File: src/rtl/driver_punte_h.sv
// Dual H-bridge driver: shared PWM period counter, per-side drive FSM with dead-time on reversal.
// All outputs registered; inputs only take effect at the period boundary (counter == 0).
module driver_punte_h_canal #(
  parameter int TIMP_MORT = 2
) (
  input  logic        clk,
  input  logic        rst_n,
  input  logic        granita_i,
  input  logic [11:0] cnt_i,
  input  logic [1:0]  dir_i,
  input  logic [11:0] duty_i,
  output logic        in1_o,
  output logic        in2_o,
  output logic        ena_o,
  output logic        pauza_o
);
  typedef enum logic [1:0] {OPRIT, MERS, PAUZA} stare_t;

  localparam logic [3:0] TM = 4'(TIMP_MORT);

  stare_t      stare_q, stare_d;
  logic [1:0]  dir_q, dir_d;
  logic [11:0] duty_q, duty_d;
  logic [3:0]  dt_q, dt_d;
  logic        in1_q, in1_d, in2_q, in2_d, ena_q, ena_d, pauza_q, pauza_d;
  logic        cerere_mers;

  assign cerere_mers = (dir_i == 2'b01) || (dir_i == 2'b10);

  always_comb begin
    stare_d = stare_q;
    dir_d   = dir_q;
    duty_d  = duty_q;
    dt_d    = dt_q;
    if (granita_i) begin
      duty_d = duty_i;
      case (stare_q)
        OPRIT: begin
          if (cerere_mers) begin
            stare_d = MERS;
            dir_d   = dir_i;
          end
        end
        MERS: begin
          if (!cerere_mers) begin
            stare_d = OPRIT;
            dir_d   = 2'b00;
          end else if (dir_i != dir_q) begin
            stare_d = PAUZA;
            dt_d    = TM;
          end
        end
        PAUZA: begin
          // A repeat of the old direction must not cut the dead-time short.
          if (!cerere_mers) begin
            stare_d = OPRIT;
            dir_d   = 2'b00;
            dt_d    = 4'd0;
          end else if (dt_q <= 4'd1) begin
            stare_d = MERS;
            dir_d   = dir_i;
            dt_d    = 4'd0;
          end else begin
            dt_d = dt_q - 4'd1;
          end
        end
        default: begin
          stare_d = OPRIT;
          dir_d   = 2'b00;
          dt_d    = 4'd0;
        end
      endcase
    end
    // Outputs are registered from next state so they align with the processed count.
    in1_d   = (stare_d == MERS) && (dir_d == 2'b01);
    in2_d   = (stare_d == MERS) && (dir_d == 2'b10);
    ena_d   = (stare_d == MERS) && (cnt_i < duty_d);
    pauza_d = (stare_d == PAUZA);
  end

  always_ff @(posedge clk or negedge rst_n) begin
    if (!rst_n) begin
      stare_q <= OPRIT;
      dir_q   <= 2'b00;
      duty_q  <= 12'd0;
      dt_q    <= 4'd0;
      in1_q   <= 1'b0;
      in2_q   <= 1'b0;
      ena_q   <= 1'b0;
      pauza_q <= 1'b0;
    end else begin
      stare_q <= stare_d;
      dir_q   <= dir_d;
      duty_q  <= duty_d;
      dt_q    <= dt_d;
      in1_q   <= in1_d;
      in2_q   <= in2_d;
      ena_q   <= ena_d;
      pauza_q <= pauza_d;
    end
  end

  assign in1_o   = in1_q;
  assign in2_o   = in2_q;
  assign ena_o   = ena_q;
  assign pauza_o = pauza_q;
endmodule

module driver_punte_h #(
  parameter int PERIOADA  = 1000,
  parameter int TIMP_MORT = 2
) (
  input  logic        clk,
  input  logic        rst_n,
  input  logic [1:0]  directie_driverA,
  input  logic [1:0]  directie_driverB,
  input  logic [11:0] factor_dc_driverA,
  input  logic [11:0] factor_dc_driverB,
  output logic        in1_A,
  output logic        in2_A,
  output logic        ena_A,
  output logic        in1_B,
  output logic        in2_B,
  output logic        ena_B,
  output logic        start_perioada,
  output logic        pauza_A,
  output logic        pauza_B
);
  localparam logic [11:0] CNT_MAX = 12'(PERIOADA - 1);

  logic [11:0] cnt_q, cnt_d;
  logic        start_q;
  logic        granita;

  assign granita = (cnt_q == 12'd0);
  assign cnt_d   = (cnt_q == CNT_MAX) ? 12'd0 : cnt_q + 12'd1;

  always_ff @(posedge clk or negedge rst_n) begin
    if (!rst_n) begin
      cnt_q   <= 12'd0;
      start_q <= 1'b0;
    end else begin
      cnt_q   <= cnt_d;
      start_q <= granita;
    end
  end

  assign start_perioada = start_q;

  driver_punte_h_canal #(.TIMP_MORT(TIMP_MORT)) u_canal_a (
    .clk       (clk),
    .rst_n     (rst_n),
    .granita_i (granita),
    .cnt_i     (cnt_q),
    .dir_i     (directie_driverA),
    .duty_i    (factor_dc_driverA),
    .in1_o     (in1_A),
    .in2_o     (in2_A),
    .ena_o     (ena_A),
    .pauza_o   (pauza_A)
  );

  driver_punte_h_canal #(.TIMP_MORT(TIMP_MORT)) u_canal_b (
    .clk       (clk),
    .rst_n     (rst_n),
    .granita_i (granita),
    .cnt_i     (cnt_q),
    .dir_i     (directie_driverB),
    .duty_i    (factor_dc_driverB),
    .in1_o     (in1_B),
    .in2_o     (in2_B),
    .ena_o     (ena_B),
    .pauza_o   (pauza_B)
  );
endmodule

File: config.mk
export PLATFORM = sky130hd
export DESIGN_NAME = driver_punte_h
export DESIGN_NICKNAME = d
export VERILOG_FILES = /design/src/rtl/driver_punte_h.sv
export SDC_FILE = /design/constraint.sdc
export NUM_CORES = 1
export LEC_CHECK = 0
export ABC_AREA = 1
export CAP_MARGIN = 20
export CORE_UTILIZATION = 57
export DETAILED_ROUTE_END_ITERATION = 8
export PLACE_DENSITY = 0.8
export SETUP_SLACK_MARGIN = 0.05
export SLEW_MARGIN = 15
export SYNTH_ARGS = -nofsm -noshare
export SYNTH_HDL_FRONTEND = slang
export SYNTH_SLANG_ARGS = --single-unit
File: constraint.sdc
create_clock -name clk -period 2.5 [get_ports clk]
set_input_delay 0.5 -clock clk [delete_from_list [all_inputs] [get_ports clk]]
set_output_delay 0.5 -clock clk [all_outputs]
set_load 0.005 [all_outputs]
==> impl_summary.txt, run 1 <==
----------------------------------------------------
[Pwr]
  Portion of total power attributed to the clock network ... 40.5%
  Power, Total ... 1.98 mW
  Power density over the cells ... 415 nW/um^2
  Share of total power in sequential cells ... 51.1%
  Switch Pwr ... 0.464 mW
  Internal power component ... 1.52 mW
  Proportion of total power due to net switching ... 23.4%
  Combinational Power Share ... 8.4%
  Worst-case vdd ir drop ... 0.000325 V
  Static leakage power ... 2.49 nW

[Global routing]
  Global-route wire length before repair ... 14.4 mm
  Via count of the first global-routing pass ... 3287
  Number of antenna violations at the first check in global routing ... 0
  Total congestion overflow after global routing ... 0
  Pin count of the biggest net entering global routing ... 62
  GRT Total Usage ... 26.0%

[CTS]
  CTS H-Tree Depth ... 3
  Worst-case clock buffer depth ... 2
  CTS Root Cell ... sky130_fd_sc_hd__clkbuf_8
  CTS sink cnt ... 61
  Clock Latency Late Sink ... 0.34 ns
  TritonCTS buffer count ... 9
  Reg clk slew, reported paths ... 0.06 ns
  TritonCTS clock tree ... yes

[Floorplanning]
  Standard cell core area ... 6420 sq um
  Overall die area ... 7100 sq um
  Effective utilization at floorplan ... 60.0%
  Die boundary height ... 84.3 um
  Top-level I/O count ... 39
  Row cnt ... 29
  Horizontal die dimension ... 84.3 um

[Logic synthesis]
  Number of flops mapped to enable cells by yosys ... 0
  Count leader, synth ... sky130_fd_sc_hd__nand2_1
  Cell accounting for the most synthesized area ... sky130_fd_sc_hd__dfrtp_1
  Top flip-flop cell by instance count after synthesis ... sky130_fd_sc_hd__dfrtp_1
  Avg Inst Size Synth ... 7.64 sq um
  Distinct cells, synth ... 33
  Share of Yosys cell area claimed by the top area cell type ... 39.6%
  Leading cell types by count after synthesis ... 151 x sky130_fd_sc_hd__nand2_1, 79 x sky130_fd_sc_hd__inv_1, 61 x sky130_fd_sc_hd__dfrtp_1
  Async set-or-reset flop fraction in the synthesized netlist ... 100%
  Ranking of synthesized cells by area ... sky130_fd_sc_hd__dfrtp_1 40%, sky130_fd_sc_hd__nand2_1 15%, sky130_fd_sc_hd__ha_1 12%, sky130_fd_sc_hd__inv_1 7.7%, sky130_fd_sc_hd__nand3_1 3.4%
  Count of state elements after synthesis ... 61
  Synthesized cell area ... 3860 sq um
  Portion of the post-synthesis area used by sequential elements ... 39.6%
  Net count of the mapped netlist ... 571
  Syn. warnings ... 0
  Syn Inst Count ... 505

[Worst setup path]
  Data required time at the worst endpoint ... 2.76 ns
  Arr. time, crit path ... 2.64 ns
  Buffer and inverter count on the worst path ... 5
  Most used cell along the critical path ... sky130_fd_sc_hd__inv_1
  Largest stage delay on the critical path ... 0.46 ns
  Cell with the largest stage delay on the worst path ... sky130_fd_sc_hd__dfrtp_2
  CP Max Fanout ... 15
  Chain of cells forming the critical path ... nor2_4 -> inv_1 -> nor2_4 -> nand2_4 -> buf_12 -> nand2_1 -> nand2_1 -> inv_1 -> ha_1 -> nand2_1 -> inv_1 -> nand3_1 -> inv_1 -> a21oi_1 -> nand3_1 -> a21oi_2
  Path type of the worst setup path ... reg2reg
  Kind of cell with the highest combined delay on the critical path ... simple AND/OR/NAND/NOR gates
  CP startpoint kind ... flop
  Endpoint class of the critical path ... flop

[Route]
  Total wire length after detailed routing ... 9.24 mm
  Number of detailed-routing iterations run before antenna repair ... 6
  Residual antenna-violating net count after detailed routing ... 0
  Average wire per cell in the routed design ... 14.1 um
  Vias post-DR ... 3509
  Number of DRC violations after detailed-routing iteration 0 ... 182
  Count of unresolved DRC violations after routing ... 2
  Via density ... 5.37

[Cells and area]
  Area of all placed cells without fillers ... 4770 sq um
  Area added between synthesis and finish ... 23.8%
  Post-layout net count ... 639
  N_diodes ... 0
  Sequential cell area ... 1530 sq um
  Area taken by multi-input logic gates ... 2040 sq um
  Fill cell count ... 488
  Layout cells sized above 1 ... 14.2%
  Share of the core filled with cells in the final layout ... 74.3%

[STA]
  Slew @ Worst Pin ... 0.398 ns
  Final hold violation count ... 0
  Worst setup skew after layout ... 0.00853 ns
  Setup repair after global routing missed its margin ... no
  Smallest setup slack after layout ... 0.124 ns
  Final-layout setup total negative slack ... 0 ns
  Achievable frequency ... 0.421 GHz
  Finish-stage setup viols ... 0
  Worst max-slew margin expressed relative to the limit ... 73.3%
  Period minus WS final ... 2.38 ns
  Number of max-slew violations in the final report ... 0
  Post-route fraction of the period consumed by the critical path ... 95.1%

[Placement]
  Final weighted congestion in routability-driven placement ... 0.882
  Post-Place Setup Slack ... 0.00193 ns
  Dpl hpwl ... 6.21 mm
  Port Buffer Count ... 38
  Placed Area ... 4400 sq um

[Hold path]
  Classification of the worst-slack hold path ... in2async

[Status]
  Failing checks ... design-rule violations
  Status ... complete, but fails checks

[Job]
  Number of max-cap violations ... 0

----------------------------------------------------
==> power by group through the flow <==
stage | Sequential [mW] | Combinational [mW] | Clock [mW]
after floorplan | 1.03 | 0.0762 | 0
after CTS | 1.01 | 0.166 | 0.811
after detailed placement | 1.03 | 0.164 | 0
after global routing | 1.01 | 0.188 | 0.868
after global placement | 1.03 | 0.159 | 0
final | 1.01 | 0.167 | 0.804
==> worst reg2reg max path, cell delays in order, from the launching register on <==
cell and delay, ns:
sky130_fd_sc_hd__dfrtp_2 0.46, sky130_fd_sc_hd__nor2_4 0.14, sky130_fd_sc_hd__inv_1 0.11, sky130_fd_sc_hd__nor2_4 0.15
sky130_fd_sc_hd__nand2_4 0.15, sky130_fd_sc_hd__buf_12 0.18, sky130_fd_sc_hd__nand2_1 0.07, sky130_fd_sc_hd__nand2_1 0.07
sky130_fd_sc_hd__inv_1 0.06, sky130_fd_sc_hd__ha_1 0.24, sky130_fd_sc_hd__nand2_1 0.09, sky130_fd_sc_hd__inv_1 0.05
sky130_fd_sc_hd__nand3_1 0.09, sky130_fd_sc_hd__inv_1 0.05, sky130_fd_sc_hd__a21oi_1 0.17, sky130_fd_sc_hd__nand3_1 0.12
sky130_fd_sc_hd__a21oi_2 0.11
==> per-layer routing <==
metal | vias up | global-route usage [%] | share of wire, %
met1 | 1634 | 31.1 | 42
met3 | 27 | 5.41 | 5.8
li1 | 1728 | - | -
met4 | 0 | 11.1 | 2.7
met5 | - | 0 | 0
met2 | 120 | 45.3 | 50
==> cells by family after synthesis <==
| group | count (synthesis) | share of synthesized area [%] |
|---|---|---|
| compound gates | 53 | 7.63 |
| xor+xnor | 6 | 1.36 |
| fa+ha+maj | 36 | 11.7 |
| buf+inv | 88 | 8.89 |
| flops | 61 | 39.6 |
| simple gates | 261 | 30.9 |
==> repair_timing <==
action | CTS | global route
buffers inserted | 0 | 10
setup endpoints to repair | 2 | 2
hold buffers | 0 | 0
resized for setup | 3 | 21
cloned | 0 | 2
pin swaps | 0 | 6
==> layout make-up <==
cell class / count / share of cell area (%)
Clock buffer: 14 / 3.62
Timing Repair inverter: 1 / 0.183
Multi-Input combinational cell: 356 / 42.6
Tap cell: 77 / 2.02
Inverter: 83 / 6.79
Clock inverter: 1 / 0.105
Sequential cell: 61 / 32.0
Timing Repair Buffer: 61 / 12.6
==> state kept, by name, summed over array words and instances (netlist names), 4 cells and up <==
name and flops:
u_canal_b.duty_q 12, cnt_q 12, u_canal_a.duty_q 12, u_canal_b.dt_q 4, u_canal_a.dt_q 4
==> worst paths after layout <==
kind | from | endpoint | slack [ns] | cells past startpoint
hold / removal | rst_n | u_canal_b.dir_q[0]$_DFF_PN0_ | 0.16 | 2
min in group clk | u_canal_a.duty_q[8]$_DFF_PN0_ | u_canal_a.duty_q[8]$_DFF_PN0_ | 0.48 | 2
setup / recovery | cnt_q[10]$_DFF_PN0_ | u_canal_a.ena_o$_DFF_PN0_ | 0.12 | 16
max in group asynchronous | rst_n | cnt_q[11]$_DFF_PN0_ | 2.04 | 2
hold reg to reg | u_canal_a.duty_q[8]$_DFF_PN0_ | u_canal_a.duty_q[8]$_DFF_PN0_ | 0.48 | 2
setup reg to reg | cnt_q[10]$_DFF_PN0_ | u_canal_a.ena_o$_DFF_PN0_ | 0.12 | 16
==> per-stage QoR <==
| step | hold WS (ns) | std cells |
|---|---|---|
| detailed placement | 0.464 | 627 |
| floorplan | 0.204 | 505 |
| finish | 0.159 | 654 |
| global placement | 0.461 | 627 |
| CTS | 0.181 | 642 |
| global route | 0.177 | 654 |
==> layout by cell type, fill, tap and decap left out, types with 4 or more instances in the layout <==
cell and instances:
sky130_fd_sc_hd__nand2_1 150, sky130_fd_sc_hd__inv_1 78, sky130_fd_sc_hd__dfrtp_1 59, sky130_fd_sc_hd__clkdlybuf4s50_1 37
sky130_fd_sc_hd__ha_1 35, sky130_fd_sc_hd__nor2_1 32, sky130_fd_sc_hd__nand3_1 26, sky130_fd_sc_hd__a21oi_1 21
sky130_fd_sc_hd__buf_4 19, sky130_fd_sc_hd__o21ai_0 18, sky130_fd_sc_hd__clkbuf_8 12, sky130_fd_sc_hd__nor3_1 9
sky130_fd_sc_hd__nand2_2 8, sky130_fd_sc_hd__nor2_2 7, sky130_fd_sc_hd__xor2_1 6, sky130_fd_sc_hd__nor2_4 5
sky130_fd_sc_hd__nand3_2 5, sky130_fd_sc_hd__nand4_1 5, sky130_fd_sc_hd__inv_2 4
No activity file was read; power rests on OpenSTA's default activity.
==> inputs of run 2 (changes only) <==
CORE_ASPECT_RATIO = 1.4   (was not set)
==> run 2 against run 1 <==
Net effect: the run now ends clean; sequential share of layout area is 0.18 points higher; clock power is 26% higher; wire length is 2.7% lower; critical path depth down 2; non-clock buffer count decreased by 8; cell area down 0.73%; global-route usage shrank 0.53 points; worst hold slack better by 0.15 ns; clock-buffer cell count down 2; via count decreased by 1.6%; critical path type unchanged; highest routed layer unchanged.
==> impl_summary.txt, run 2 (same netlist as run 1, synthesis figures left out) <==
----------------------------------------------------
[STA]
  Worst max-slew margin expressed relative to the limit ... 48.6%
  Final-layout setup total negative slack ... 0 ns
  Slew @ Worst Pin ... 0.771 ns
  Number of max-slew violations in the final report ... 0
  Finish-stage setup viols ... 0
  Setup repair after global routing missed its margin ... no
  Post-route fraction of the period consumed by the critical path ... 93.0%
  Achievable frequency ... 0.430 GHz
  Period minus WS final ... 2.33 ns
  Worst setup skew after layout ... 0.00564 ns
  Final hold violation count ... 0

[Floorplanning]
  Top-level I/O count ... 39
  Effective utilization at floorplan ... 58.7%
  Horizontal die dimension ... 71.5 um
  Overall die area ... 7100 sq um
  Standard cell core area ... 6570 sq um
  Row cnt ... 35
  Die boundary height ... 99.3 um

[Placement]
  Final weighted congestion in routability-driven placement ... 0.871
  Dpl hpwl ... 6.08 mm
  Port Buffer Count ... 38
  Placed Area ... 4380 sq um

[Route]
  Number of detailed-routing iterations run before antenna repair ... 4
  Count of unresolved DRC violations after routing ... 0
  Number of DRC violations after detailed-routing iteration 0 ... 208
  Total wire length after detailed routing ... 9.00 mm
  Residual antenna-violating net count after detailed routing ... 0
  Vias post-DR ... 3453
  Via density ... 5.35
  Average wire per cell in the routed design ... 13.9 um

[CTS]
  TritonCTS clock tree ... yes
  Clock Latency Late Sink ... 0.35 ns
  CTS Root Cell ... sky130_fd_sc_hd__clkbuf_8
  Reg clk slew, reported paths ... 0.07 ns
  Worst-case clock buffer depth ... 2
  TritonCTS buffer count ... 9
  CTS H-Tree Depth ... 3
  CTS sink cnt ... 61

[Global routing]
  Number of antenna violations at the first check in global routing ... 0
  GRT Total Usage ... 25.4%
  Via count of the first global-routing pass ... 3368
  Global-route wire length before repair ... 14.0 mm
  Total congestion overflow after global routing ... 0
  Pin count of the biggest net entering global routing ... 62

[Job]
  Number of max-cap violations ... 0

[Cells and area]
  Largest registers ... cnt_q: 12 flops, u_canal_a.duty_q: 12 flops, u_canal_b.duty_q: 12 flops
  N_diodes ... 0
  Area of all placed cells without fillers ... 4740 sq um
  Fill cell count ... 498
  Area added between synthesis and finish ... 22.9%
  Layout cells sized above 1 ... 12.6%
  Most common cell after layout, fill and taps aside ... sky130_fd_sc_hd__nand2_1
  Post-layout net count ... 632
  Commonest cells after routing, fill and taps aside ... 151 x sky130_fd_sc_hd__nand2_1, 79 x sky130_fd_sc_hd__inv_1, 61 x sky130_fd_sc_hd__dfrtp_1

[Pwr]
  Worst-case vdd ir drop ... 0.000337 V
  Power density over the cells ... 461 nW/um^2
  Static leakage power ... 2.48 nW

[Worst setup path]
  Endpoint class of the critical path ... flop
  Path type of the worst setup path ... reg2reg
  CP startpoint kind ... flop
  Timing startpoint of the critical path ... cnt_q[11]$_DFF_PN0_
  Critical R2R Launch ... cnt_q[11]$_DFF_PN0_
  CP Max Fanout ... 6
  Arr. time, crit path ... 2.60 ns
  Data required time at the worst endpoint ... 2.78 ns

[Status]
  Status ... complete, no violations

[Hold path]
  Classification of the worst-slack hold path ... in2async

----------------------------------------------------
==> run 2: critical path: stages (launching register included) <==
cell and delay, ns:
sky130_fd_sc_hd__dfrtp_1 0.44, sky130_fd_sc_hd__nor2_2 0.18, sky130_fd_sc_hd__inv_1 0.10, sky130_fd_sc_hd__nor2_4 0.18, sky130_fd_sc_hd__nand2_8 0.13, sky130_fd_sc_hd__inv_4 0.11
sky130_fd_sc_hd__nor2_1 0.04, sky130_fd_sc_hd__nor2_1 0.11, sky130_fd_sc_hd__inv_1 0.06, sky130_fd_sc_hd__ha_1 0.29, sky130_fd_sc_hd__a21oi_1 0.16, sky130_fd_sc_hd__o21ai_0 0.10
sky130_fd_sc_hd__a21oi_1 0.14, sky130_fd_sc_hd__nand3_1 0.10, sky130_fd_sc_hd__a21oi_2 0.10
==> run 2: repair_timing <==
action	in CTS	in global routing
pin swaps	0	4
gates resized for setup	2	12
gates cloned	0	4
hold buffers	0	0
setup buffers	0	1
setup endpoints to repair	2	2
hold endpoints to repair	0	0
==> run 2: layout make-up <==
cell class              count  area, sq um  area share [%]
well taps                  74         92.6            1.95
flip-flops and latches     61         1530            32.2
multi-input cells         356         2030            42.8
repair buffers             53          536            11.3
repair inverters            2         12.5           0.264
clock inverters             4         70.1            1.48
inverters                  83          319            6.73
clock buffers              12          155            3.27
==> run 2: per-stage QoR <==
step,worst slack [ns],power [mW],utilization (%),std cells,hold WS (ns)
3_3_place_gp,0.0928,1.19,66.7,624,0.459
4_1_cts,0.0786,2.19,70.2,640,0.348
3_5_place_dp,0.0471,1.19,66.7,624,0.462
6_report,0.174,2.19,72.2,645,0.308
5_1_grt,0.0408,2.25,72.2,645,0.393
2_1_floorplan,0.245,1.10,-,505,0.204
==> run 2: power by group <==
| group | switching (mW) | total [mW] | internal (mW) |
|---|---|---|---|
| registers | 0.00574 | 1.01 | 1.01 |
| logic | 0.0903 | 0.166 | 0.0753 |
| clock network | 0.396 | 1.01 | 0.613 |
| total | 0.492 | 2.19 | 1.69 |
==> run 2: worst paths after layout <==
check                                                end  slack [ns]  cells past startpoint
setup / recovery               u_canal_a.ena_o$_DFF_PN0_        0.17                     14
hold / removal             u_canal_b.dt_q[0]$_DFFE_PN0P_        0.31                      2
setup reg to reg               u_canal_a.ena_o$_DFF_PN0_        0.17                     14
hold reg to reg            u_canal_b.duty_q[1]$_DFF_PN0_        0.48                      2
max in group asynchronous  u_canal_a.dt_q[1]$_DFFE_PN0P_        1.68                      2
min in group clk           u_canal_b.duty_q[1]$_DFF_PN0_        0.48                      2
==> run 2: routing by layer <==
layer	routed length (um)	track usage [%]
met5	0	0
met2	4940	46.3
met1	3430	27.4
met3	334	5.47
met4	290	12.8
